## config.mk

```make
export PLATFORM = sky130hd
export DESIGN_NAME = soc_bus_bridge_flat
export DESIGN_NICKNAME = d
export VERILOG_FILES = /design/src/rtl/soc_bus_bridge_pkg.sv /design/src/rtl/soc_bus_bridge_if.sv /design/src/rtl/soc_bus_bridge_addr_decode.sv /design/src/rtl/soc_bus_bridge.sv /design/src/flat_wrapper.sv
export SDC_FILE = /design/constraint.sdc
export NUM_CORES = 1
export LEC_CHECK = 0
export BUFFER_PORTS_ARGS = -buffer_cell sky130_fd_sc_hd__buf_4
export CAP_MARGIN = 20
export CORE_AREA = 2 2 118 120
export DETAILED_ROUTE_END_ITERATION = 10
export DIE_AREA = 0 0 120 122
export GPL_TIMING_DRIVEN = 0
export PLACE_DENSITY = 0.7
export SLEW_MARGIN = 30
export SYNTH_ARGS = -nofsm -noshare
export SYNTH_HDL_FRONTEND = slang
export SYNTH_SLANG_ARGS = --single-unit
```

## constraint.sdc

```tcl
create_clock -name cpu_clk -period 2.6 [get_ports cpu_clk]
set_input_delay 0.39 -clock cpu_clk [delete_from_list [all_inputs] [get_ports cpu_clk]]
set_output_delay 0.39 -clock cpu_clk [all_outputs]
set_load 0.02 [all_outputs]
```

## src/rtl/soc_bus_bridge_pkg.sv

```systemverilog
// Shared types and constants for the CPU-to-slave bus bridge.
// Holds the FSM state encoding, default address map and timeout counter width.
package soc_bus_bridge_pkg;

    typedef enum logic [1:0] {
        IDLE   = 2'd0,
        ACCESS = 2'd1,
        RESP   = 2'd2
    } state_t;

    localparam int ADDR_W    = 32;
    localparam int TMO_CNT_W = 8;

    // Slot 0 in the LSBs.
    localparam logic [4*ADDR_W-1:0] DEF_SLV_BASE =
        {32'hFFFF_F060, 32'hFFFF_F070, 32'hFFFF_F000, 32'h0000_4000};
    localparam logic [4*ADDR_W-1:0] DEF_SLV_MASK =
        {32'hFFFF_FFF0, 32'hFFFF_FFF0, 32'hFFFF_FFF0, 32'hFFFF_C000};

endpackage

```

## src/rtl/soc_bus_bridge_if.sv

```systemverilog
// Bridge bus bundle: CPU request/response side plus the broadcast slave side.
// The master modport is the bridge, the slave modport is the CPU and slave devices.
interface soc_bus_bridge_if #(
    parameter int NUM_SLV = 4,
    parameter int DATA_W  = 32
);
    logic                      cpu_req;
    logic                      cpu_we;
    logic [31:0]               cpu_addr;
    logic [DATA_W-1:0]         cpu_wdata;
    logic                      cpu_ready;
    logic [DATA_W-1:0]         cpu_rdata;
    logic                      cpu_err;

    logic [NUM_SLV-1:0]        slv_sel;
    logic                      slv_we;
    logic [31:0]               slv_addr;
    logic [DATA_W-1:0]         slv_wdata;
    logic [NUM_SLV*DATA_W-1:0] slv_rdata;
    logic [NUM_SLV-1:0]        slv_ack;

    modport master (
        input  cpu_req, cpu_we, cpu_addr, cpu_wdata, slv_rdata, slv_ack,
        output cpu_ready, cpu_rdata, cpu_err, slv_sel, slv_we, slv_addr, slv_wdata
    );

    modport slave (
        output cpu_req, cpu_we, cpu_addr, cpu_wdata, slv_rdata, slv_ack,
        input  cpu_ready, cpu_rdata, cpu_err, slv_sel, slv_we, slv_addr, slv_wdata
    );
endinterface

```

## src/rtl/soc_bus_bridge_addr_decode.sv

```systemverilog
// Address decoder: one-hot slave hit vector (lowest index wins) and a miss flag.
// Latency: combinational.
// Backpressure: none, pure function of the address.
module bus_addr_decode
    import soc_bus_bridge_pkg::*;
#(
    parameter int                          NUM_SLV  = 4,
    parameter logic [NUM_SLV*ADDR_W-1:0]   SLV_BASE = DEF_SLV_BASE,
    parameter logic [NUM_SLV*ADDR_W-1:0]   SLV_MASK = DEF_SLV_MASK
) (
    input  logic [ADDR_W-1:0]  addr,
    output logic [NUM_SLV-1:0] hit,
    output logic               miss
);

    always_comb begin
        hit  = '0;
        miss = 1'b1;
        for (int i = 0; i < NUM_SLV; i++) begin
            if (miss && ((addr & SLV_MASK[i*ADDR_W +: ADDR_W]) == SLV_BASE[i*ADDR_W +: ADDR_W])) begin
                hit[i] = 1'b1;
                miss   = 1'b0;
            end
        end
    end

endmodule

```

## src/rtl/soc_bus_bridge.sv

```systemverilog
// CPU-to-slave bus bridge: decodes a request, selects one slave, returns its response.
// Latency: hit 2 cycles minimum (req -> ack -> cpu_ready), decode miss 1 cycle.
// Backpressure: one transaction at a time; cpu_req only sampled in IDLE. Optional BRIDGE_TIMEOUT_EN aborts stalled accesses.
module soc_bus_bridge
    import soc_bus_bridge_pkg::*;
#(
    parameter int                          NUM_SLV  = 4,
    parameter int                          DATA_W   = 32,
    parameter logic [NUM_SLV*ADDR_W-1:0]   SLV_BASE = DEF_SLV_BASE,
    parameter logic [NUM_SLV*ADDR_W-1:0]   SLV_MASK = DEF_SLV_MASK,
    parameter int                          TIMEOUT  = 15
) (
    input  logic              cpu_clk,
    input  logic              cpu_rst_n,
    soc_bus_bridge_if.master  bus
);

    state_t              state;
    logic                we_q;
    logic [ADDR_W-1:0]   addr_q;
    logic [DATA_W-1:0]   wdata_q;
    logic [DATA_W-1:0]   rdata_q;
    logic [NUM_SLV-1:0]  sel_q;
    logic                ready_q;
    logic                err_q;

    logic [NUM_SLV-1:0]  dec_hit;
    logic                dec_miss;
    logic                ack_hit;
    logic [DATA_W-1:0]   sel_rdata;

    bus_addr_decode #(
        .NUM_SLV  (NUM_SLV),
        .SLV_BASE (SLV_BASE),
        .SLV_MASK (SLV_MASK)
    ) u_decode (
        .addr (bus.cpu_addr),
        .hit  (dec_hit),
        .miss (dec_miss)
    );

    // Masking with the registered select makes acks from other slaves invisible.
    assign ack_hit = |(bus.slv_ack & sel_q);

    always_comb begin
        sel_rdata = '0;
        for (int i = 0; i < NUM_SLV; i++) begin
            if (sel_q[i]) begin
                sel_rdata = sel_rdata | bus.slv_rdata[i*DATA_W +: DATA_W];
            end
        end
    end

`ifdef BRIDGE_TIMEOUT_EN
    logic [TMO_CNT_W-1:0] tmo_cnt;
    logic [TMO_CNT_W-1:0] tmo_next;
    logic                 tmo_hit;

    assign tmo_next = tmo_cnt + 1'b1;
    assign tmo_hit  = (tmo_next == TMO_CNT_W'(TIMEOUT));
`endif

    always_ff @(posedge cpu_clk or negedge cpu_rst_n) begin
        if (!cpu_rst_n) begin
            state   <= IDLE;
            we_q    <= 1'b0;
            addr_q  <= '0;
            wdata_q <= '0;
            rdata_q <= '0;
            sel_q   <= '0;
            ready_q <= 1'b0;
            err_q   <= 1'b0;
`ifdef BRIDGE_TIMEOUT_EN
            tmo_cnt <= '0;
`endif
        end else begin
            case (state)
                IDLE: begin
                    if (bus.cpu_req) begin
                        we_q    <= bus.cpu_we;
                        addr_q  <= bus.cpu_addr;
                        wdata_q <= bus.cpu_wdata;
                        if (dec_miss) begin
                            state   <= RESP;
                            ready_q <= 1'b1;
                            err_q   <= 1'b1;
                            rdata_q <= '0;
                        end else begin
                            state <= ACCESS;
                            sel_q <= dec_hit;
`ifdef BRIDGE_TIMEOUT_EN
                            tmo_cnt <= '0;
`endif
                        end
                    end
                end
                ACCESS: begin
                    // An ack on the final allowed cycle takes priority over the abort.
                    if (ack_hit) begin
                        state   <= RESP;
                        sel_q   <= '0;
                        ready_q <= 1'b1;
                        err_q   <= 1'b0;
                        rdata_q <= we_q ? '0 : sel_rdata;
                    end
`ifdef BRIDGE_TIMEOUT_EN
                    else if (tmo_hit) begin
                        state   <= RESP;
                        sel_q   <= '0;
                        ready_q <= 1'b1;
                        err_q   <= 1'b1;
                        rdata_q <= '0;
                    end else begin
                        tmo_cnt <= tmo_next;
                    end
`endif
                end
                RESP: begin
                    state   <= IDLE;
                    ready_q <= 1'b0;
                    err_q   <= 1'b0;
                    rdata_q <= '0;
                end
                default: begin
                    state   <= IDLE;
                    sel_q   <= '0;
                    ready_q <= 1'b0;
                    err_q   <= 1'b0;
                    rdata_q <= '0;
                end
            endcase
        end
    end

    assign bus.cpu_ready = ready_q;
    assign bus.cpu_rdata = rdata_q;
    assign bus.cpu_err   = err_q;
    assign bus.slv_sel   = sel_q;
    assign bus.slv_we    = we_q;
    assign bus.slv_addr  = addr_q;
    assign bus.slv_wdata = wdata_q;

endmodule

```

## src/flat_wrapper.sv

```systemverilog
// flat-port wrapper written by rule: the top's interface ports become plain ports
module soc_bus_bridge_flat import soc_bus_bridge_pkg::*;
#(
    parameter int                          NUM_SLV  = 4,
    parameter int                          DATA_W   = 32,
    parameter logic [NUM_SLV*ADDR_W-1:0]   SLV_BASE = DEF_SLV_BASE,
    parameter logic [NUM_SLV*ADDR_W-1:0]   SLV_MASK = DEF_SLV_MASK,
    parameter int                          TIMEOUT  = 15
)
  (cpu_clk, cpu_rst_n, bus_cpu_req, bus_cpu_we, bus_cpu_addr, bus_cpu_wdata, bus_slv_rdata, bus_slv_ack, bus_cpu_ready, bus_cpu_rdata, bus_cpu_err, bus_slv_sel, bus_slv_we, bus_slv_addr, bus_slv_wdata);
  soc_bus_bridge_if #(.NUM_SLV(NUM_SLV), .DATA_W(DATA_W)) bus_i ();
  input  logic cpu_clk;
  input  logic cpu_rst_n;
  input wire logic [$bits(bus_i.cpu_req)-1:0] bus_cpu_req;
  input wire logic [$bits(bus_i.cpu_we)-1:0] bus_cpu_we;
  input wire logic [$bits(bus_i.cpu_addr)-1:0] bus_cpu_addr;
  input wire logic [$bits(bus_i.cpu_wdata)-1:0] bus_cpu_wdata;
  input wire logic [$bits(bus_i.slv_rdata)-1:0] bus_slv_rdata;
  input wire logic [$bits(bus_i.slv_ack)-1:0] bus_slv_ack;
  output wire logic [$bits(bus_i.cpu_ready)-1:0] bus_cpu_ready;
  output wire logic [$bits(bus_i.cpu_rdata)-1:0] bus_cpu_rdata;
  output wire logic [$bits(bus_i.cpu_err)-1:0] bus_cpu_err;
  output wire logic [$bits(bus_i.slv_sel)-1:0] bus_slv_sel;
  output wire logic [$bits(bus_i.slv_we)-1:0] bus_slv_we;
  output wire logic [$bits(bus_i.slv_addr)-1:0] bus_slv_addr;
  output wire logic [$bits(bus_i.slv_wdata)-1:0] bus_slv_wdata;
  assign bus_i.cpu_req = bus_cpu_req;
  assign bus_i.cpu_we = bus_cpu_we;
  assign bus_i.cpu_addr = bus_cpu_addr;
  assign bus_i.cpu_wdata = bus_cpu_wdata;
  assign bus_i.slv_rdata = bus_slv_rdata;
  assign bus_i.slv_ack = bus_slv_ack;
  assign bus_cpu_ready = bus_i.cpu_ready;
  assign bus_cpu_rdata = bus_i.cpu_rdata;
  assign bus_cpu_err = bus_i.cpu_err;
  assign bus_slv_sel = bus_i.slv_sel;
  assign bus_slv_we = bus_i.slv_we;
  assign bus_slv_addr = bus_i.slv_addr;
  assign bus_slv_wdata = bus_i.slv_wdata;
  soc_bus_bridge #(.NUM_SLV(NUM_SLV), .DATA_W(DATA_W), .SLV_BASE(SLV_BASE), .SLV_MASK(SLV_MASK), .TIMEOUT(TIMEOUT)) u_core (.cpu_clk(cpu_clk), .cpu_rst_n(cpu_rst_n), .bus(bus_i));
endmodule
```

After elaboration in Yosys (flattened, before gate mapping)
Cells that the tools add are included.

Bits in latches: 0. Register bits after elaboration: 105. Memory bits (read-only): 0. Output and inout port bits: 103. Bits in writable memories: 0. Logic and storage cells: 63. Memories: 0.

Div/mod/pow operators: 0. $lt $le $gt $ge: 0. Equal/unequal tests: 10. Multiplexer cells: 31. Add/subtract/negate cells: 0. Reductions and logical operators: 9. Shift-type cells: 0. Bitwise logic cells: 5. Multipliers: 0.

Operator list (number): two-way mux 32 bit (8); OR 32 bit (3); == test 28 bit, second input constant (3); case mux 32 bit (2 select lines) (1); == test 18 x 1 -> 1 bit, second input constant (1); two-way mux 1 bit (12); two-way mux 4 bit (3); case mux 4 bit (3 select lines) (1); two-way mux 2 bit (3); bitwise AND 4 bit (1); inequality test 2 x 1 -> 1 bit, second input constant (2); inequality test 2 bit, second input constant (2); case mux 1 bit (2 select lines) (2); case mux 2 bit (2 select lines) (1); AND reduction 2 bit (2); AND reduction 4 bit (1); OR reduction 4 bit (1); logical AND 1 bit (3); AND reduction 3 bit (1); == test 2 x 1 -> 1 bit, second input constant (1); == test 2 bit, second input constant (1); logical NOT 2 bit (1); NOT 1 bit (1).

Logic depth before layout (Yosys ltp)
Depth after elaboration: 11. Mapped depth: 8.

Cells and area by module
A second synthesis with hierarchy kept.

Cells, all modules: 383. Area total of the unflattened synthesis: 5042.3 um2.

Modules (own cells, without submodules): soc_bus_bridge (instances 1, cells an instance 359, area an instance 4882.2 um2, sequential area each 2627.5 um2); bus_addr_decode (instances 1, cells an instance 24, area an instance 160.2 um2, sequential area each 0.0 um2).

Least setup slack after synthesis
No wires, ideal clock.

Path kind: flip-flop to flip-flop. Start: reg u_core.sel_q[0] (netlist: u_core.bus.slv_sel[0]). End: reg u_core.rdata_q[0] (netlist: u_core.bus.cpu_rdata[0]). Clock period less this slack: 1.961 ns. Stages on the path, launching flop included: 9. Path buffers: 3. Slack: 0.639 ns. Setup time: 0.122 ns. Data arrival time: 1.839 ns. Cell sequence: dfrtp_1 -> buf_2 -> a22oi_1 -> and2_4 -> nand3_1 -> or3b_1 -> buf_6 -> buf_8 -> a32o_1.

Word-level cells in the longest chain between the ends: 10. Elaborated cells between the ends (all ways): 14. Those cells by class: eq/ne: 1; mux: 7; bitwise: 4; reduce/logical: 2.

Ends and longest elaborated chain: from (decl) (RTL line soc_bus_bridge.sv:23) `logic [NUM_SLV-1:0] sel_q;`; from (signal assigned) (RTL line soc_bus_bridge.sv:90) `sel_q <= dec_hit;`; two-way mux 32 bit (RTL line soc_bus_bridge.sv:48) `if (sel_q[i]) begin`; OR 32 bit (RTL line soc_bus_bridge.sv:49) `sel_rdata = sel_rdata | bus.slv_rdata[i*DATA_W +: DATA_W];`; two-way mux 32 bit (RTL line soc_bus_bridge.sv:48); OR 32 bit (RTL line soc_bus_bridge.sv:49); two-way mux 32 bit (RTL line soc_bus_bridge.sv:48); OR 32 bit (RTL line soc_bus_bridge.sv:49); two-way mux 32 bit (RTL line soc_bus_bridge.sv:48); two-way mux 32 bit (RTL line soc_bus_bridge.sv:104) `rdata_q <= we_q ? '0 : sel_rdata;`; two-way mux 32 bit (RTL line soc_bus_bridge.sv:99) `if (ack_hit) begin`; case mux 32 bit (2 select lines) (RTL line soc_bus_bridge.sv:77) `case (state)`; to (signal assigned) (RTL line soc_bus_bridge.sv:104); to (decl) (RTL line soc_bus_bridge.sv:22) `logic [DATA_W-1:0] rdata_q;`.

Several ways; a longest one is shown, not always the timed one. The select of a mux whose other input is x is not followed. A chain may end at the register's enable or synchronous reset.

Worst setup path in the final report
Start: reg u_core.sel_q[1] (netlist: u_core.bus.slv_sel[1]). End: reg u_core.err_q (netlist: u_core.bus.cpu_err).

Word-level cells in the longest chain between the ends: 4.

Ends and longest elaborated chain: bitwise AND 4 bit (RTL line soc_bus_bridge.sv:43) `assign ack_hit = |(bus.slv_ack & sel_q);`; OR reduction 4 bit (RTL line soc_bus_bridge.sv:43); inequality test 2 x 1 -> 1 bit (no line); AND reduction 3 bit (no line); to (signal assigned) (RTL line soc_bus_bridge.sv:72) `err_q <= 1'b0;`; to (signal assigned) (RTL line soc_bus_bridge.sv:86) `err_q <= 1'b1;`; to (signal assigned) (RTL line soc_bus_bridge.sv:103) `err_q <= 1'b0;`; to (decl) (RTL line soc_bus_bridge.sv:25) `logic err_q;`.

No other way between the ends.

==> results.json <==
{
  "fin_crit_ns": 2.23,
  "path_class": "register to register",
  "met1_length_um": 5860,
  "cts_buffers": 9,
  "netlist-cell-type-count": 38,
  "drv_cap": 0,
  "clock_path_buffers": 2,
  "antennaDiodeCount": 0,
  "grt_setup_unrepaired": "false",
  "finalPower_mw": 4.31,
  "syn_avg_cell_area_um2": 12.4,
  "syn-cell-area_mm2": 0.00490,
  "wl_met3_um": 1600,
  "pin_count": 303,
  "arrival_ns": 2.49,
  "leakage_nw": 3.81,
  "syn_to_final_growth_pct": 57.5,
  "wl_per_cell_um": 18.4,
  "hold_viol_final": 0,
  "peakVddDrop_uv": 358,
  "cp-start-kind": "register",
  "antenna_found_initial": 0,
  "skew_ns": 0.00662,
  "num-nets-final": 908,
  "slew_viol_final": 0,
  "postCtsSetupRepairBufs": 0,
  "grt_max_degree": 106,
  "grt_overflow_total": 0,
  "grt_usage": 0.215,
  "first_global_vias": 4816,
  "coreArea_mm2": 0.0135,
  "clk_pin_slew_ns": 0.07,
  "cts_resized": 0,
  "htree_levels": 3,
  "required_ns": 2.86,
  "setup_viol": 0,
  "start_util": 0.363,
  "synthCells": 395,
  "status": "finished, final reports clean",
  "grt_pass1_wl_um": 24600,
  "drive_above_1_share": 0.576,
  "die_w_um": 120,
  "cts_root_buf": "clkbuf_16",
  "mostFrequentLayoutCells": "buf_4 (301), dfrtp_1 (105), a22oi_1 (66)",
  "drc": 0,
  "synth-seq-area-share": 0.537,
  "dieArea_mm2": 0.0146,
  "postCtsHoldBufs": 0,
  "hp-class": "primary input to async pin",
  "wl_met2_um": 8400,
  "crit_path_end_kind": "register",
  "vias": 4780,
  "wl_um": 16400,
  "power_density_mw_per_mm2": 559,
  "crit_fanout": 10,
  "drtAntennaViolNets": 0,
  "gp_congestion": 0.803,
  "num_rows": 43,
  "clock_sink_count": 105,
  "syn-num-nets": 595,
  "cts_tree": "built",
  "top_layer": "met4",
  "dpl.hpwl_um": 12900,
  "yosysWarnings": 0,
  "setup_tns_ns": 0,
  "first_pass_iters": 5,
  "drt_iter0_markers": 214,
  "final_common_cell": "buf_4",
  "tightest_slew_ns": 0.820,
  "clock.fmax_mhz": 448,
  "place.port_buffers": 302,
  "fp.dieH_um": 122,
  "vias_per_cell": 5.36,
  "clock_latency_ns": 0.35,
  "synth_seq_cells": 105,
  "period_share": 0.858,
  "max_slew_margin": 0.453
}
==> worst paths after layout <==
| kind | start | endpoint | slack (ns) | cells after the start |
|---|---|---|---|---|
| max | u_core.bus.slv_sel[1] | u_core.bus.cpu_err | 0.37 | 7 |
| max in group asynchronous | cpu_rst_n | u_core.state[1] | 1.90 | 1 |
| min reg2reg | u_core.bus.slv_wdata[15] | u_core.bus.slv_wdata[15] | 0.51 | 1 |
| max reg2reg | u_core.bus.slv_sel[1] | u_core.bus.cpu_err | 0.37 | 7 |
| min in group cpu_clk | bus_cpu_wdata[14] | u_core.bus.slv_wdata[14] | 0.27 | 2 |
| min | cpu_rst_n | u_core.bus.slv_wdata[1] | 0.12 | 1 |
==> cells in the mapped netlist (all sizes together) <==
cell type  count  area share
nor4b          1      0.0018
and2           1      0.0018
a311o          1      0.0020
nand2         41       0.031
dfrtp        105        0.54
a21boi         1      0.0015
mux2          65        0.15
nand3          1      0.0010
o31a           1      0.0018
a22oi         66        0.10
nor3           3      0.0031
o21ai          3      0.0031
a31o           3      0.0054
or3b           1      0.0018
buf           19       0.032
or4            1      0.0015
inv            4      0.0031
clkbuf        16       0.014
o21a           1      0.0015
a21oi          1      0.0010
nand4b         2      0.0036
and4b          1      0.0020
a211o          1      0.0020
nand4          3      0.0038
and4           1      0.0018
a211oi         4      0.0061
and3           3      0.0041
a32o          32       0.065
nor2           6      0.0046
nand2b         1      0.0013
a41o           1      0.0023
nor4           5      0.0077
==> worst max-delay path, cell delays in order (launching register included) <==
cell and delay [ns]:
dfrtp_1 0.39, buf_2 0.17, a22oi_1 0.39, and2_4 0.26, nand3_1 0.12, o21ai_1 0.31, buf_2 0.31, a21boi_0 0.19
==> per-stage QoR <==
stage          instances   util  hold WS, ns  cell area, µm²  worst slack, ns
2_1_floorplan        395      -       0.0944            4900            0.639
3_3_place_gp         877  0.547        0.490            7390            0.400
3_5_place_dp         877  0.547        0.494            7390            0.313
4_1_cts              892  0.571        0.206            7710            0.328
5_1_grt              892  0.571        0.186            7710            0.155
6_report             892  0.571        0.121            7710            0.370
==> layout make-up <==
type	count	area, µm²
fillers	1207	5790
clock buffers	10	239
inverters	4	15.0
plain buffers	35	226
clock inverters	5	78.8
repair buffers	302	2270
multi-input cells	251	2030
flip-flops and latches	105	2630
well taps	180	225
==> cells by family (layout without fill, tap and decap cells) <==
kind of cell	Yosys count	in the layout	share of synthesized area
AO/OA/AOI/OAI	115	115	0.193
buffers and inverters	39	356	0.0493
flip-flops	105	105	0.537
multiplexers	65	65	0.149
AND/OR/NAND/NOR	71	71	0.0713
==> report_power, final <==
part	internal (mW)	total (mW)	switching, mW	leakage [nW]
Clock	0.865	1.45	0.585	0.159
Combinational	0.530	0.989	0.459	2.33
Sequential	1.79	1.87	0.0847	1.31
Total	3.18	4.31	1.13	3.81
==> routing by layer <==
layer,track usage,vias up
li1,-,2151
met1,0.233,2354
met2,0.377,241
met3,0.0824,34
met4,0.0912,0
met5,0,-
==> registers in the layout, summed over array words and instances (netlist names) <==
register / cells
u_core.bus.cpu_rdata: 32
u_core.state: 2
u_core.bus.slv_we: 1
u_core.bus.cpu_err: 1
u_core.bus.slv_wdata: 32
u_core.bus.slv_addr: 32
u_core.bus.cpu_ready: 1
u_core.bus.slv_sel: 4
No activity file was read; power rests on OpenSTA's default activity.
